File: config.mk
export PLATFORM = sky130hd
export DESIGN_NAME = transfer_scheduler
export DESIGN_NICKNAME = d
export VERILOG_FILES = /design/src/rtl/transfer_scheduler_pkg.sv /design/src/rtl/transfer_piso.sv /design/src/rtl/transfer_scheduler.sv
export SDC_FILE = /design/constraint.sdc
export NUM_CORES = 1
export LEC_CHECK = 0
export ABC_AREA = 1
export CAP_MARGIN = 20
export CELL_PAD_IN_SITES_DETAIL_PLACEMENT = 1
export CELL_PAD_IN_SITES_GLOBAL_PLACEMENT = 1
export CORE_MARGIN = 5
export CORE_UTILIZATION = 38
export DETAILED_ROUTE_END_ITERATION = 10
export GPL_ROUTABILITY_DRIVEN = 1
export PLACE_DENSITY = 0.8
export SLEW_MARGIN = 20
export SYNTH_ARGS = -nofsm -noshare
export SYNTH_HDL_FRONTEND = slang
export SYNTH_SLANG_ARGS = --single-unit
File: constraint.sdc
create_clock -name clk -period 1.5 [get_ports clk]
set_clock_uncertainty 0.1 [all_clocks]
set_input_delay 0.3 -clock clk [delete_from_list [all_inputs] [get_ports clk]]
set_output_delay 0.3 -clock clk [all_outputs]
set_load 0.005 [all_outputs]
File: src/rtl/transfer_scheduler_pkg.sv
// Shared definitions for the transfer scheduler: state encoding, link-owner codes,
// default frame width (matched to the transfer center) and the round-robin pick helper.
package transfer_scheduler_pkg;

  localparam int unsigned DATA_W_DEFAULT  = 8;
  localparam int unsigned TIMEOUT_DEFAULT = 15;
  localparam int unsigned TMO_W           = 8;

  typedef enum logic [1:0] {
    ST_IDLE  = 2'd0,
    ST_WAIT  = 2'd1,
    ST_SHIFT = 2'd2,
    ST_DONE  = 2'd3
  } state_t;

  localparam logic [1:0] ACTIVE_NONE = 2'b00;
  localparam logic [1:0] ACTIVE_S0   = 2'b01;
  localparam logic [1:0] ACTIVE_S1   = 2'b10;

  typedef struct packed {
    logic valid;
    logic sel;
  } arb_pick_t;

  function automatic logic [1:0] active_code(input logic sel);
    return sel ? ACTIVE_S1 : ACTIVE_S0;
  endfunction

  // Ties go to the scanner that was not served last.
  function automatic arb_pick_t rr_pick(input logic [1:0] req, input logic last);
    arb_pick_t p;
    p.valid = |req;
    p.sel   = (req == 2'b11) ? ~last : req[1];
    return p;
  endfunction

endpackage

File: src/rtl/transfer_piso.sv
// Parallel-in/serial-out frame register with bit counter; MSB leaves first and
// last flags the final bit of the frame.
module transfer_piso
  import transfer_scheduler_pkg::*;
#(
  parameter int unsigned DATA_W = DATA_W_DEFAULT
) (
  input  logic              clk,
  input  logic              rst,
  input  logic              load,
  input  logic [DATA_W-1:0] data,
  input  logic              shift,
  input  logic              clr,
  output logic              msb,
  output logic              last
);

  localparam int unsigned CNT_W = (DATA_W > 1) ? $clog2(DATA_W) : 1;
  localparam logic [CNT_W-1:0] CNT_LAST = CNT_W'(DATA_W - 1);

  logic [DATA_W-1:0] sreg_q;
  logic [CNT_W-1:0]  cnt_q;

  always_ff @(posedge clk or negedge rst) begin
    if (!rst) begin
      sreg_q <= '0;
      cnt_q  <= '0;
    end else begin
      if (load) begin
        sreg_q <= data;
      end else if (shift) begin
        sreg_q <= sreg_q << 1;
      end
      if (clr || load) begin
        cnt_q <= '0;
      end else if (shift) begin
        cnt_q <= cnt_q + CNT_W'(1);
      end
    end
  end

  assign msb  = sreg_q[DATA_W-1];
  assign last = (cnt_q == CNT_LAST);

endmodule

File: src/rtl/transfer_scheduler.sv
// Round-robin arbiter and frame sequencer sharing the transfer center's serial
// input between two scanners, with ready wait, timeout abort and completion pulse.
module transfer_scheduler
  import transfer_scheduler_pkg::*;
#(
  parameter int unsigned DATA_W  = DATA_W_DEFAULT,
  parameter int unsigned TIMEOUT = TIMEOUT_DEFAULT
) (
  input  logic              clk,
  input  logic              rst,
  input  logic [1:0]        scanReq,
  input  logic [DATA_W-1:0] scanData0,
  input  logic [DATA_W-1:0] scanData1,
  input  logic              centerReady,
  output logic [1:0]        scanGrant,
  output logic [1:0]        activeScanner,
  output logic              serialOut,
  output logic              serialValid,
  output logic              transferDone,
  output logic              timeoutErr
);

  localparam logic [TMO_W-1:0] TMO_LAST = TMO_W'(TIMEOUT - 1);

  state_t           state_q, state_d;
  logic [1:0]       grant_q, grant_d;
  logic             done_q, done_d;
  logic             err_q, err_d;
  logic             last_q, last_d;
  logic             sel_q, sel_d;
  logic [TMO_W-1:0] tcnt_q, tcnt_d;

  logic              piso_load, piso_shift, piso_clr;
  logic              piso_msb, piso_last;
  logic [DATA_W-1:0] load_data;
  arb_pick_t         pick;

  assign pick      = rr_pick(scanReq, last_q);
  assign load_data = pick.sel ? scanData1 : scanData0;

  transfer_piso #(
    .DATA_W (DATA_W)
  ) u_piso (
    .clk   (clk),
    .rst   (rst),
    .load  (piso_load),
    .data  (load_data),
    .shift (piso_shift),
    .clr   (piso_clr),
    .msb   (piso_msb),
    .last  (piso_last)
  );

  always_ff @(posedge clk or negedge rst) begin
    if (!rst) begin
      state_q <= ST_IDLE;
    end else begin
      state_q <= state_d;
    end
  end

  // Pointer resets to "scanner 1 served last" so scanner 0 wins the first tie.
  always_ff @(posedge clk or negedge rst) begin
    if (!rst) begin
      grant_q <= ACTIVE_NONE;
      done_q  <= 1'b0;
      err_q   <= 1'b0;
      last_q  <= 1'b1;
      sel_q   <= 1'b0;
      tcnt_q  <= '0;
    end else begin
      grant_q <= grant_d;
      done_q  <= done_d;
      err_q   <= err_d;
      last_q  <= last_d;
      sel_q   <= sel_d;
      tcnt_q  <= tcnt_d;
    end
  end

  always_comb begin
    state_d    = state_q;
    grant_d    = grant_q;
    done_d     = 1'b0;
    err_d      = 1'b0;
    last_d     = last_q;
    sel_d      = sel_q;
    tcnt_d     = tcnt_q;
    piso_load  = 1'b0;
    piso_shift = 1'b0;
    piso_clr   = 1'b0;

    case (state_q)
      ST_IDLE: begin
        if (pick.valid) begin
          sel_d     = pick.sel;
          grant_d   = active_code(pick.sel);
          tcnt_d    = '0;
          piso_load = 1'b1;
          state_d   = ST_WAIT;
        end
      end
      ST_WAIT: begin
        if (centerReady) begin
          piso_clr = 1'b1;
          last_d   = sel_q;
          state_d  = ST_SHIFT;
        end else if (tcnt_q == TMO_LAST) begin
          tcnt_d  = tcnt_q + TMO_W'(1);
          err_d   = 1'b1;
          last_d  = sel_q;
          grant_d = ACTIVE_NONE;
          state_d = ST_IDLE;
        end else begin
          tcnt_d = tcnt_q + TMO_W'(1);
        end
      end
      ST_SHIFT: begin
        piso_shift = 1'b1;
        if (piso_last) begin
          done_d  = 1'b1;
          state_d = ST_DONE;
        end
      end
      ST_DONE: begin
        grant_d = ACTIVE_NONE;
        state_d = ST_IDLE;
      end
      default: begin
        grant_d = ACTIVE_NONE;
        state_d = ST_IDLE;
      end
    endcase
  end

  assign scanGrant     = grant_q;
  assign activeScanner = grant_q;
  assign transferDone  = done_q;
  assign timeoutErr    = err_q;
  assign serialValid   = (state_q == ST_SHIFT);
  assign serialOut     = (state_q == ST_SHIFT) && piso_msb;

endmodule
==> key figures, run 1 <==
Outcome
  – Status: finished clean

Final layout
  – Area growth, synth to finish: 38.2%
  – Number of nets in the final layout: around 300
  – Layout Cells excl Fill: 324
  – Fraction of final layout cells with drive strength greater than 1: 25.7%
  – Number of antenna repair diodes: 0
  – Post-layout util: 53.3%
  – Post-route cell area: 2290 sq um
  – Number of filler instances in the final layout: ~540

Power
  – P_leak: 1.20 nW
  – Max VDD drop: 0.000900 V
  – Power after layout: 3.61 mW
  – Power density over the cells: 1580 nW/um^2

CTS
  – Clock tree from TritonCTS: done
  – Clock input transition at the sequential cells of the worst setup and hold paths: 90 ps
  – Clock latency on the worst-skew pair: 270 ps
  – H-tree depth reported by CTS: 1
  – TritonCTS buffer count: 3
  – Library cell used as clock root buffer: sky130_fd_sc_hd__clkbuf_8
  – Number of buffers between clock root and the deepest sink: 2
  – Clock Sink Count: 27

Drt
  – Avg WL per Cell: 13.3 um
  – Antenna Nets Post-Route: 0
  – Initial DRC count: 42
  – Post-detailed-routing wire length: between 4000 and 5000 um
  – First-pass DRT Iterations: 4
  – Drt drc: 0
  – Vias per std cell: 4.76
  – Number of vias after detailed routing: around 1,500

Yosys
  – Ranking of synthesized cells by instance count: sky130_fd_sc_hd__nand2_1 (87), sky130_fd_sc_hd__dfrtp_1 (26), sky130_fd_sc_hd__inv_1 (21), sky130_fd_sc_hd__nor2_1 (14), sky130_fd_sc_hd__nand3_1 (11)
  – Leading register cell type out of synthesis: sky130_fd_sc_hd__dfrtp_1
  – Sequential fraction of the synthesis area: 40.9%
  – Mapped Avg Cell Area: 7.59 sq um
  – Synth Cell Area: 1660 sq um
  – Top post-synthesis cells by area: sky130_fd_sc_hd__dfrtp_1 (39%), sky130_fd_sc_hd__nand2_1 (20%), sky130_fd_sc_hd__inv_1 (4.8%)
  – Number of flops mapped to enable cells by yosys: 0
  – FF+latch count, synth: 27
  – Share of Yosys cell area claimed by the top area cell type: 39.3%
  – Dominant combinational cell family by area after synthesis: simple AND/OR/NAND/NOR gates
  – Net count after synthesis: 243
  – Fraction of the mapped netlist area in compound gates: 4.61%
  – Most common cell in the synthesized netlist: sky130_fd_sc_hd__nand2_1
  – Post-synthesis share of cell area spent on full adders, half adders and majority gates: 3.02%
  – Leading area contributor after synthesis: sky130_fd_sc_hd__dfrtp_1
  – Number of distinct library cells after synthesis: 28
  – Asr flop ratio synth: 100%
  – Post-synthesis simple-gate area fraction: between 40% and 50%
  – Fraction of synthesized area in multiplexers: 0%
  – Yosys warnings: 0
  – Mapped Cells: 218
  – Post-Synth XOR/XNOR Area: 0%

Flow run
  – Number of violations of the max-capacitance limit: 0

Critical path
  – Cell repeated most along the worst path: sky130_fd_sc_hd__nand2_1
  – Critical path buffer and inverter count: 3
  – Biggest cell delay along the critical path: between 400 and 500 ps
  – Crit Path Max Fanout: 5
  – Worst EP arrival: approximately 1600 ps
  – R2R cell count: 9
  – Class of the most critical setup path: reg2reg
  – Kind of start point of the critical path: flop
  – Family with the most delay on the worst path: simple AND/OR/NAND/NOR gates
  – Worst-path cell with the longest stage delay: sky130_fd_sc_hd__dfrtp_1
  – WP depth: 9
  – Required arrival time at the worst endpoint: 1610 ps
  – Type of element capturing the critical path: flop
  – Crit-path cells: buf_6 > inv_6 > nand2_4 > nor2_4 > clkbuf_16 > nand3_2 > nand2_1 > nand2_1 > nand2_1

Place
  – Worst setup timing slack at the placement stage: -231 ps
  – Quantity of I/O buffers inserted on ports: 28
  – Placer Congestion: 0.812
  – Post-place instance area: 2130 sq um
  – Cell count after placement: 314
  – Detail Placement HPWL: 3390 um

GRT
  – Overall routing resource usage: ~15%
  – Wire length of the first global-routing pass: between 7000 and 8000 um
  – Pin count of the biggest net entering global routing: 15
  – Vias in the first global route: 1,655
  – Total gr overflow: 0
  – Number of antenna violations at the first check in global routing: 0

Timing
  – Final critical-path share of the clock period: 97.5%
  – Worst-case headroom to the max-slew limit: 73.9%
  – Unrepaired setup endpoints after global routing: yes
  – Worst slack on hold paths: ~210 ps
  – Final hold violation count: 0
  – Final slew viol count: 0
  – Finish-stage setup viols: 0
  – Total Negative Setup Slacks: 0 ps
  – Worst-Margin Slew: 390 ps
  – Slack of the critical path: around 38 ps
  – Time the final worst path needs with I/O delays and setup: 1460 ps
  – Achievable Freq: 684 MHz

Floorplan
  – Initial standard-cell utilization of the core: approximately two fifths
  – Die ar.: between 5000 and 6000 sq um
  – Placement Rows: 24
  – Ports: 29
  – Die X-Extent: approximately 76 um
  – Die Y: between 70 and 80 um
  – Core region area: 4290 sq um

Hold path
  – Worst hold path type: in2async
what timing repair did:
item / 4_1_cts / 5_1_grt
hold buffers: 0 / 0
gates resized for setup: 15 / 19
cloned: 0 / 1
pin swaps: 0 / 9
endpoints found under the setup margin: 14 / 15
setup buffers: 2 / 4
worst paths after layout:
kind                                        from          endpoint  slack, ps
worst max-delay path                        flop  u_piso.sreg_q[4]         40
worst min-delay path                         rst             sel_q        210
worst max register to register              flop  u_piso.sreg_q[4]         40
worst min register to register  u_piso.sreg_q[1]  u_piso.sreg_q[1]        390
max in group asynchronous                    rst         tcnt_q[3]        630
min in group clk                u_piso.sreg_q[1]  u_piso.sreg_q[1]        390
registers in the layout, summed over array words and instances, names as in the netlist, named ones only:
name	count
state_q	1
activeScanner	2
u_piso.cnt_q	3
u_piso.sreg_q	8
tcnt_q	8
sel_q	1
last_q	1
timeoutErr	1
transferDone	1
cells in the final DEF, fill, tap and decap left out, types with 4 or more instances in the layout:
cell                              instances
sky130_fd_sc_hd__inv_1                   20
sky130_fd_sc_hd__o21ai_0                  5
sky130_fd_sc_hd__nand3_2                  5
sky130_fd_sc_hd__nand3b_1                 6
sky130_fd_sc_hd__nand2_1                 81
sky130_fd_sc_hd__nand4_1                  4
sky130_fd_sc_hd__buf_4                   22
sky130_fd_sc_hd__nand3_1                 11
sky130_fd_sc_hd__nor2_2                   4
sky130_fd_sc_hd__dfrtp_1                 26
sky130_fd_sc_hd__nor2_4                   4
sky130_fd_sc_hd__dlygate4sd2_1            6
sky130_fd_sc_hd__clkdlybuf4s50_1         19
sky130_fd_sc_hd__nand2_2                 10
sky130_fd_sc_hd__nor2_1                  11
sky130_fd_sc_hd__ha_1                     4
report_power, final:
part           internal, mW  leakage [nW]  total (mW)  switching (mW)
clock network         0.190        0.0228       0.412           0.222
logic                 0.948         0.825        2.07            1.13
registers             0.962         0.352        1.12           0.158
cells by family (layout without fill, tap and decap cells):
family	Yosys count	in the layout
adder cells (fa/ha/maj)	4	4
AND/OR/NAND/NOR	144	144
AO/OA/AOI/OAI	13	13
flip-flops	27	27
buffers and inverters	30	84
cell type report:
| class | instances | area, sq um | share of cell area, % |
|---|---|---|---|
| sequential | 27 | 677 | 29.6 |
| clock buffer | 4 | 45.0 | 1.97 |
| timing repair buffer | 55 | 518 | 22.6 |
| multi-input combinational | 161 | 880 | 38.4 |
| inverter | 25 | 104 | 4.54 |
| tap | 52 | 65.1 | 2.84 |
layer usage:
| layer | GRT usage, % | routed length (um) | up-vias |
|---|---|---|---|
| met1 | 20.4 | 1970 | 730 |
| met4 | 4.27 | 40 | 0 |
| met3 | 1.89 | 124 | 4 |
| met5 | 0 | 0 | - |
| li1 | - | - | 786 |
| met2 | 25.5 | 2190 | 21 |
No activity file was read; power rests on OpenSTA's default activity.
==> run 2, diff against run 1 <==
--- a/config.mk
+++ b/config.mk
@@ -11,8 +11,10 @@
 export CELL_PAD_IN_SITES_GLOBAL_PLACEMENT = 1
 export CORE_MARGIN = 5
 export CORE_UTILIZATION = 38
+export CTS_CLUSTER_DIAMETER = 100
 export DETAILED_ROUTE_END_ITERATION = 10
 export GPL_ROUTABILITY_DRIVEN = 1
+export GPL_TIMING_DRIVEN = 0
 export PLACE_DENSITY = 0.8
 export SLEW_MARGIN = 20
 export SYNTH_ARGS = -nofsm -noshare
==> run 2 against run 1 <==
Against the previous run: the flow now finishes with violations (negative setup slack); sequential share of layout area up 0.73 points; non-clock buffer count decreased by 9; combinational power about the same; register-to-register slack got worse by 110 ps; wire length rose by 5.6%; first-iteration DRC count rose by 4.8%; sequential power grew 4%; largest cell class unchanged.
==> key figures, run 2 (synthesis results as in run 1) <==
Final layout
  – Number of nets in the final layout: 290
  – Post-route cell area: 2240 sq um
  – Commonest non-fill, non-tap cell in the layout: sky130_fd_sc_hd__nand2_1
  – Leading registers by flop count: tcnt_q (8), u_piso.sreg_q (8), u_piso.cnt_q (3)
  – Most frequent cells in the layout: sky130_fd_sc_hd__nand2_1 (83), sky130_fd_sc_hd__dfrtp_1 (25), sky130_fd_sc_hd__inv_1 (20), sky130_fd_sc_hd__clkdlybuf4s50_1 (17), sky130_fd_sc_hd__nor2_1 (13)
  – Layout Cells excl Fill: around 320
  – Fraction of final layout cells with drive strength greater than 1: about a quarter
  – Number of antenna repair diodes: 0
  – Area growth, synth to finish: 35.1%

Place
  – Placer Congestion: ~0.81
  – Worst setup timing slack at the placement stage: -307 ps
  – Quantity of I/O buffers inserted on ports: 27
  – Post-place instance area: between 1500 and 2000 sq um
  – Cell count after placement: 297
  – Detail Placement HPWL: 3110 um

Critical path
  – Reg-to-Reg End: u_piso.sreg_q[6]
  – Crit Path Max Fanout: 2
  – Register-to-Register Setup Slack: -70 ps
  – Kind of start point of the critical path: flop
  – Worst EP arrival: 1180 ps
  – Type of element capturing the critical path: primary output
  – Class of the most critical setup path: reg2out
  – R2R cell count: 9
  – Required arrival time at the worst endpoint: 1100 ps
  – Worst reg2reg path startpoint: state_q[0]
  – Startpoint of the worst setup timing path: state_q[0]

Timing
  – Unrepaired setup endpoints after global routing: yes
  – Slack of the critical path: -81.9 ps
  – Time the final worst path needs with I/O delays and setup: 1580 ps
  – Finish-stage setup viols: 8
  – Achievable Freq: 632 MHz
  – Worst-Margin Slew: 642 ps
  – Worst-case headroom to the max-slew limit: 57.2%
  – Final critical-path share of the clock period: 105%
  – Final slew viol count: 0
  – Final hold violation count: 0

Drt
  – Number of vias after detailed routing: 1,519
  – Vias per std cell: 4.81
  – Avg WL per Cell: 14.4 um
  – Initial DRC count: 44
  – Post-detailed-routing wire length: 4560 um
  – First-pass DRT Iterations: 4
  – Antenna Nets Post-Route: 0
  – Drt drc: 0

CTS
  – Clock Sink Count: 27
  – TritonCTS buffer count: 3
  – Clock latency on the worst-skew pair: 280 ps
  – Clock tree from TritonCTS: done
  – Library cell used as clock root buffer: sky130_fd_sc_hd__clkbuf_8
  – Clock input transition at the sequential cells of the worst setup and hold paths: 110 ps
  – Number of buffers between clock root and the deepest sink: 2
  – H-tree depth reported by CTS: 1

Power
  – Net switching power figure: 1.61 mW
  – Comb pwr share: 56.6%
  – Switch share: 43.6%
  – P_leak: around 1.2 nW
  – Max VDD drop: 0.000828 V
  – Power density over the cells: 1650 nW/um^2
  – Clock network fraction of total power: between 10% and 20%
  – Sequential share of power: a little under a third
  – Cell Int Power: 2.09 mW

Flow run
  – Number of violations of the max-capacitance limit: 0

Floorplan
  – Die ar.: 5780 sq um
  – Core region area: 4290 sq um
  – Die X-Extent: 76 um
  – Ports: 29
  – Initial standard-cell utilization of the core: 38.5%
  – Placement Rows: 24
  – Die Y: 76 um

GRT
  – Wire length of the first global-routing pass: 7760 um
  – Pin count of the biggest net entering global routing: 28
  – Overall routing resource usage: 16.2%
  – Total gr overflow: 0
  – Number of antenna violations at the first check in global routing: 0
  – Vias in the first global route: approximately 1,600

Outcome
  – Violations in the final reports: negative setup slack
  – Status: finished, violations left

Hold path
  – Hold_sp: scanReq[1]
  – Worst hold path type: in2reg
  – Depth of the worst hold-timing path: 4
  – Endpoint with the worst hold slack: activeScanner[0]
## run 2: changes by cell type in the layout (fill, tap and decap cells not counted), moves of 3 or more
cell,before,now
sky130_fd_sc_hd__buf_6,2,9
sky130_fd_sc_hd__nand2_2,10,6
sky130_fd_sc_hd__nand3_2,5,8
sky130_fd_sc_hd__buf_4,22,7
## run 2: worst max-delay path, cell delays in order, from the launching register on
cell	delay (ps)
sky130_fd_sc_hd__dfrtp_1	420
sky130_fd_sc_hd__inv_2	110
sky130_fd_sc_hd__nand2_8	60
sky130_fd_sc_hd__buf_8	130
sky130_fd_sc_hd__nor2_4	60
sky130_fd_sc_hd__buf_2	110
## run 2: metrics by stage
stage          util (%)  setup TNS (ps)  hold slack, ps  power, mW
6_report           52.1            -332             339       3.70
5_1_grt            52.1           -1260             381       4.01
4_1_cts            49.2            -163             329       3.34
3_5_place_dp       46.2           -4370             269       2.72
3_3_place_gp       46.4          -15720             360       2.66
2_1_floorplan         -               0           -95.6       2.20
## run 2: area by class of cell
| class | instances | area [sq um] |
|---|---|---|
| tap | 52 | 65.1 |
| timing repair buffer | 41 | 385 |
| multi-input combinational | 162 | 900 |
| inverter | 25 | 104 |
| sequential | 27 | 678 |
| buffer | 5 | 56.3 |
| fill | 547 | 2060 |
| clock inverter | 1 | 7.51 |
| clock buffer | 3 | 41.3 |
## run 2: metal layers
layer	vias to the layer above	share of wire (%)	track usage, %	wire [um]
li1	774	-	-	-
met1	722	44	19.3	1990
met2	21	53	30.0	2410
met3	2	2.8	1.89	128
met4	0	0.50	4.80	23
met5	-	0	0	0
## run 2: power by group through the flow
| stage | Combinational [mW] | Sequential [mW] | Clock [mW] |
|---|---|---|---|
| after floorplan | 1.09 | 1.11 | 0 |
| after detailed placement | 1.57 | 1.15 | 0 |
| after global placement | 1.52 | 1.14 | 0 |
| after CTS | 1.74 | 1.14 | 0.458 |
| final | 2.10 | 1.16 | 0.446 |
| after global routing | 2.33 | 1.19 | 0.497 |
## run 2: worst max path at each step
stage          cells past startpoint  slack, ps                to
4_1_cts                            3        -90       serialValid
6_report                           5        -80         serialOut
3_3_place_gp                       1       -450  u_piso.sreg_q[3]
2_1_floorplan                      4        220         tcnt_q[2]
5_1_grt                            5       -160         serialOut
3_5_place_dp                       8       -310  u_piso.sreg_q[7]
## run 2: repair_timing
action,CTS,global route
hold buffers,1,0
gates resized for setup,23,22
gates cloned,0,2
pin swaps,0,2
hold endpoints to repair,26,0
setup endpoints to repair,9,20
buffers inserted,6,6
==> run 3, diff against run 2 <==
--- a/config.mk
+++ b/config.mk
@@ -9,7 +9,6 @@
 export CAP_MARGIN = 20
 export CELL_PAD_IN_SITES_DETAIL_PLACEMENT = 1
 export CELL_PAD_IN_SITES_GLOBAL_PLACEMENT = 1
-export CORE_MARGIN = 5
 export CORE_UTILIZATION = 38
 export CTS_CLUSTER_DIAMETER = 100
 export DETAILED_ROUTE_END_ITERATION = 10
==> run 3 against run 2 <==
Against the previous run: the run still ends with negative setup slack left; maximum frequency decreased by 0.29%; clock power shrank 4.5%; die area shrank 20%; via count increased by 0.39%; critical path depth stayed put; flip-flop and latch count stayed put; global-route usage rose by 3.5 points; register-to-register slack improved by 60 ps; critical path type unchanged; cell count is 2.2% lower; sequential power barely moved.
==> key figures, run 3 (synthesis results as in run 1) <==
Outcome
  – Status: finished, violations left
  – Violations in the final reports: negative setup slack

GRT
  – GR met3 Demand/Resource: under 10%
  – Met2 usage: 34.9%
  – Layer with the highest usage after global routing: met2
  – Vias in the first global route: 1,465
  – Wire length of the first global-routing pass: 6700 um
  – Met1 global-route usage: 24.6%
  – Total gr overflow: 0
  – Overall routing resource usage: 19.7%
  – Pin count of the biggest net entering global routing: 28
  – Number of antenna violations at the first check in global routing: 0

Timing
  – Worst-Margin Slew: between 600 and 700 ps
  – Slack of the critical path: -86.6 ps
  – Final critical-path share of the clock period: 106%
  – Final hold violation count: 0
  – Finish-stage setup viols: 3
  – Time the final worst path needs with I/O delays and setup: ~1600 ps
  – Worst-case headroom to the max-slew limit: 58.1%
  – Achievable Freq: 630 MHz
  – Total Negative Setup Slacks: -140 ps
  – Unrepaired setup endpoints after global routing: yes
  – Final slew viol count: 0

Drt
  – Antenna Nets Post-Route: 0
  – Initial DRC count: 60
  – First-pass DRT Iterations: 4
  – Drt drc: 0
  – Avg WL per Cell: approximately 14 um
  – Vias per std cell: ~4.9
  – Post-detailed-routing wire length: 4370 um
  – Number of vias after detailed routing: 1,525

Critical path
  – Worst-path cell with the longest stage delay: sky130_fd_sc_hd__dfrtp_1
  – Kind of start point of the critical path: flop
  – Worst reg2reg path startpoint: state_q[0]
  – Reg-to-Reg End: u_piso.sreg_q[6]
  – Type of element capturing the critical path: primary output
  – Crit Path Max Fanout: 2
  – Critical path buffer and inverter count: 3
  – Required arrival time at the worst endpoint: 1100 ps
  – Crit-path cells: inv_2 > nand2_8 > buf_6 > nor2_4 > buf_2
  – Register-to-Register Setup Slack: -10 ps
  – Class of the most critical setup path: reg2out
  – Family with the most delay on the worst path: flip-flops
  – Biggest cell delay along the critical path: 410 ps
  – R2R cell count: 9
  – Worst EP arrival: 1190 ps

Hold path
  – Worst hold path type: in2reg
  – Endpoint with the worst hold slack: activeScanner[0]
  – Depth of the worst hold-timing path: 4
  – Hold_sp: scanReq[1]

Floorplan
  – Core region area: 4090 sq um
  – Initial standard-cell utilization of the core: 40.5%
  – Die X-Extent: about 68 um
  – Ports: 29
  – Placement Rows: 23
  – Die ar.: 4620 sq um
  – Die Y: 68 um

CTS
  – TritonCTS buffer count: 3
  – Clock latency on the worst-skew pair: 280 ps
  – Clock tree from TritonCTS: done
  – H-tree depth reported by CTS: 1
  – Clock input transition at the sequential cells of the worst setup and hold paths: 100 ps
  – Library cell used as clock root buffer: sky130_fd_sc_hd__clkbuf_8
  – Number of buffers between clock root and the deepest sink: 2
  – Clock Sink Count: 27

Place
  – Detail Placement HPWL: 2990 um
  – Placer Congestion: 0.745
  – Quantity of I/O buffers inserted on ports: 27
  – Worst setup timing slack at the placement stage: -267 ps
  – Post-place instance area: 1980 sq um

Final layout
  – Post-route cell area: 2180 sq um
  – Number of filler instances in the final layout: approximately 500
  – Number of antenna repair diodes: 0
  – Most frequent cells in the layout: sky130_fd_sc_hd__nand2_1 (87), sky130_fd_sc_hd__dfrtp_1 (25), sky130_fd_sc_hd__inv_1 (20), sky130_fd_sc_hd__clkdlybuf4s50_1 (17)
  – Fraction of final layout cells with drive strength greater than 1: 21.2%
  – Commonest non-fill, non-tap cell in the layout: sky130_fd_sc_hd__nand2_1
  – Number of nets in the final layout: around 290
  – Post-layout util: 53.2%
  – Area growth, synth to finish: 31.4%
  – Leading registers by flop count: tcnt_q (8), u_piso.sreg_q (8), u_piso.cnt_q (3)

Flow run
  – Number of violations of the max-capacitance limit: 0

Power
  – P_leak: 1.12 nW
  – Max VDD drop: 0.000758 V
  – Power density over the cells: 1590 nW/um^2
run 3: stage by stage:
stage	power, mW	hold WS, ps	instances
finish	3.46	338	309
detailed placement	2.70	260	295
floorplan	2.20	-95.6	218
global placement	2.66	360	295
global route	3.75	373	309
CTS	3.23	329	304
run 3: layer usage:
metal	part of all wire (%)	up-vias	wire, um
li1	-	764	-
met1	45	733	1970
met2	51	26	2240
met3	3.1	2	135
met4	0.55	0	24
met5	0	-	0
run 3: worst min-delay path: stages:
cell,delay (ps)
sky130_fd_sc_hd__buf_6,140
sky130_fd_sc_hd__nand2_4,110
sky130_fd_sc_hd__nand2_1,90
sky130_fd_sc_hd__nand2_1,50
run 3: timing repair:
| action | 4_1_cts | 5_1_grt |
|---|---|---|
| setup buffers | 4 | 4 |
| pin swaps | 1 | 2 |
| hold buffers | 1 | 0 |
| resized for setup | 20 | 12 |
| hold endpoints to repair | 26 | 0 |
| gates cloned | 0 | 2 |
| setup endpoints to repair | 8 | 18 |
run 3: cell type report:
type	count	area (sq um)	area share, %
flip-flops and latches	27	678	31.2
repair buffers	37	359	16.5
multi-input cells	161	873	40.1
clock buffers	3	41.3	1.90
inverters	25	104	4.77
well taps	50	62.6	2.88
clock inverters	1	5.00	0.230
plain buffers	5	52.6	2.42
run 3: how the worst max path moves through the flow:
| stage | startpoint | to | slack (ps) | depth (start not counted) |
|---|---|---|---|---|
| finish | state_q[0] | serialOut | -90 | 5 |
| global route | state_q[0] | serialOut | -130 | 5 |
| CTS | state_q[0] | serialOut | -100 | 5 |
| detailed placement | scanReq[0] | u_piso.sreg_q[7] | -270 | 8 |
| global placement | rst | u_piso.sreg_q[2] | -440 | 1 |
| floorplan | tcnt_q[1] | tcnt_q[2] | 220 | 4 |
run 3: power breakdown:
| group | internal, mW | switching (mW) | leakage [nW] | total (mW) |
|---|---|---|---|---|
| clock network | 0.187 | 0.239 | 0.0255 | 0.426 |
| registers | 0.964 | 0.164 | 0.351 | 1.13 |
| logic | 0.817 | 1.09 | 0.744 | 1.91 |
| total | 1.97 | 1.50 | 1.12 | 3.46 |
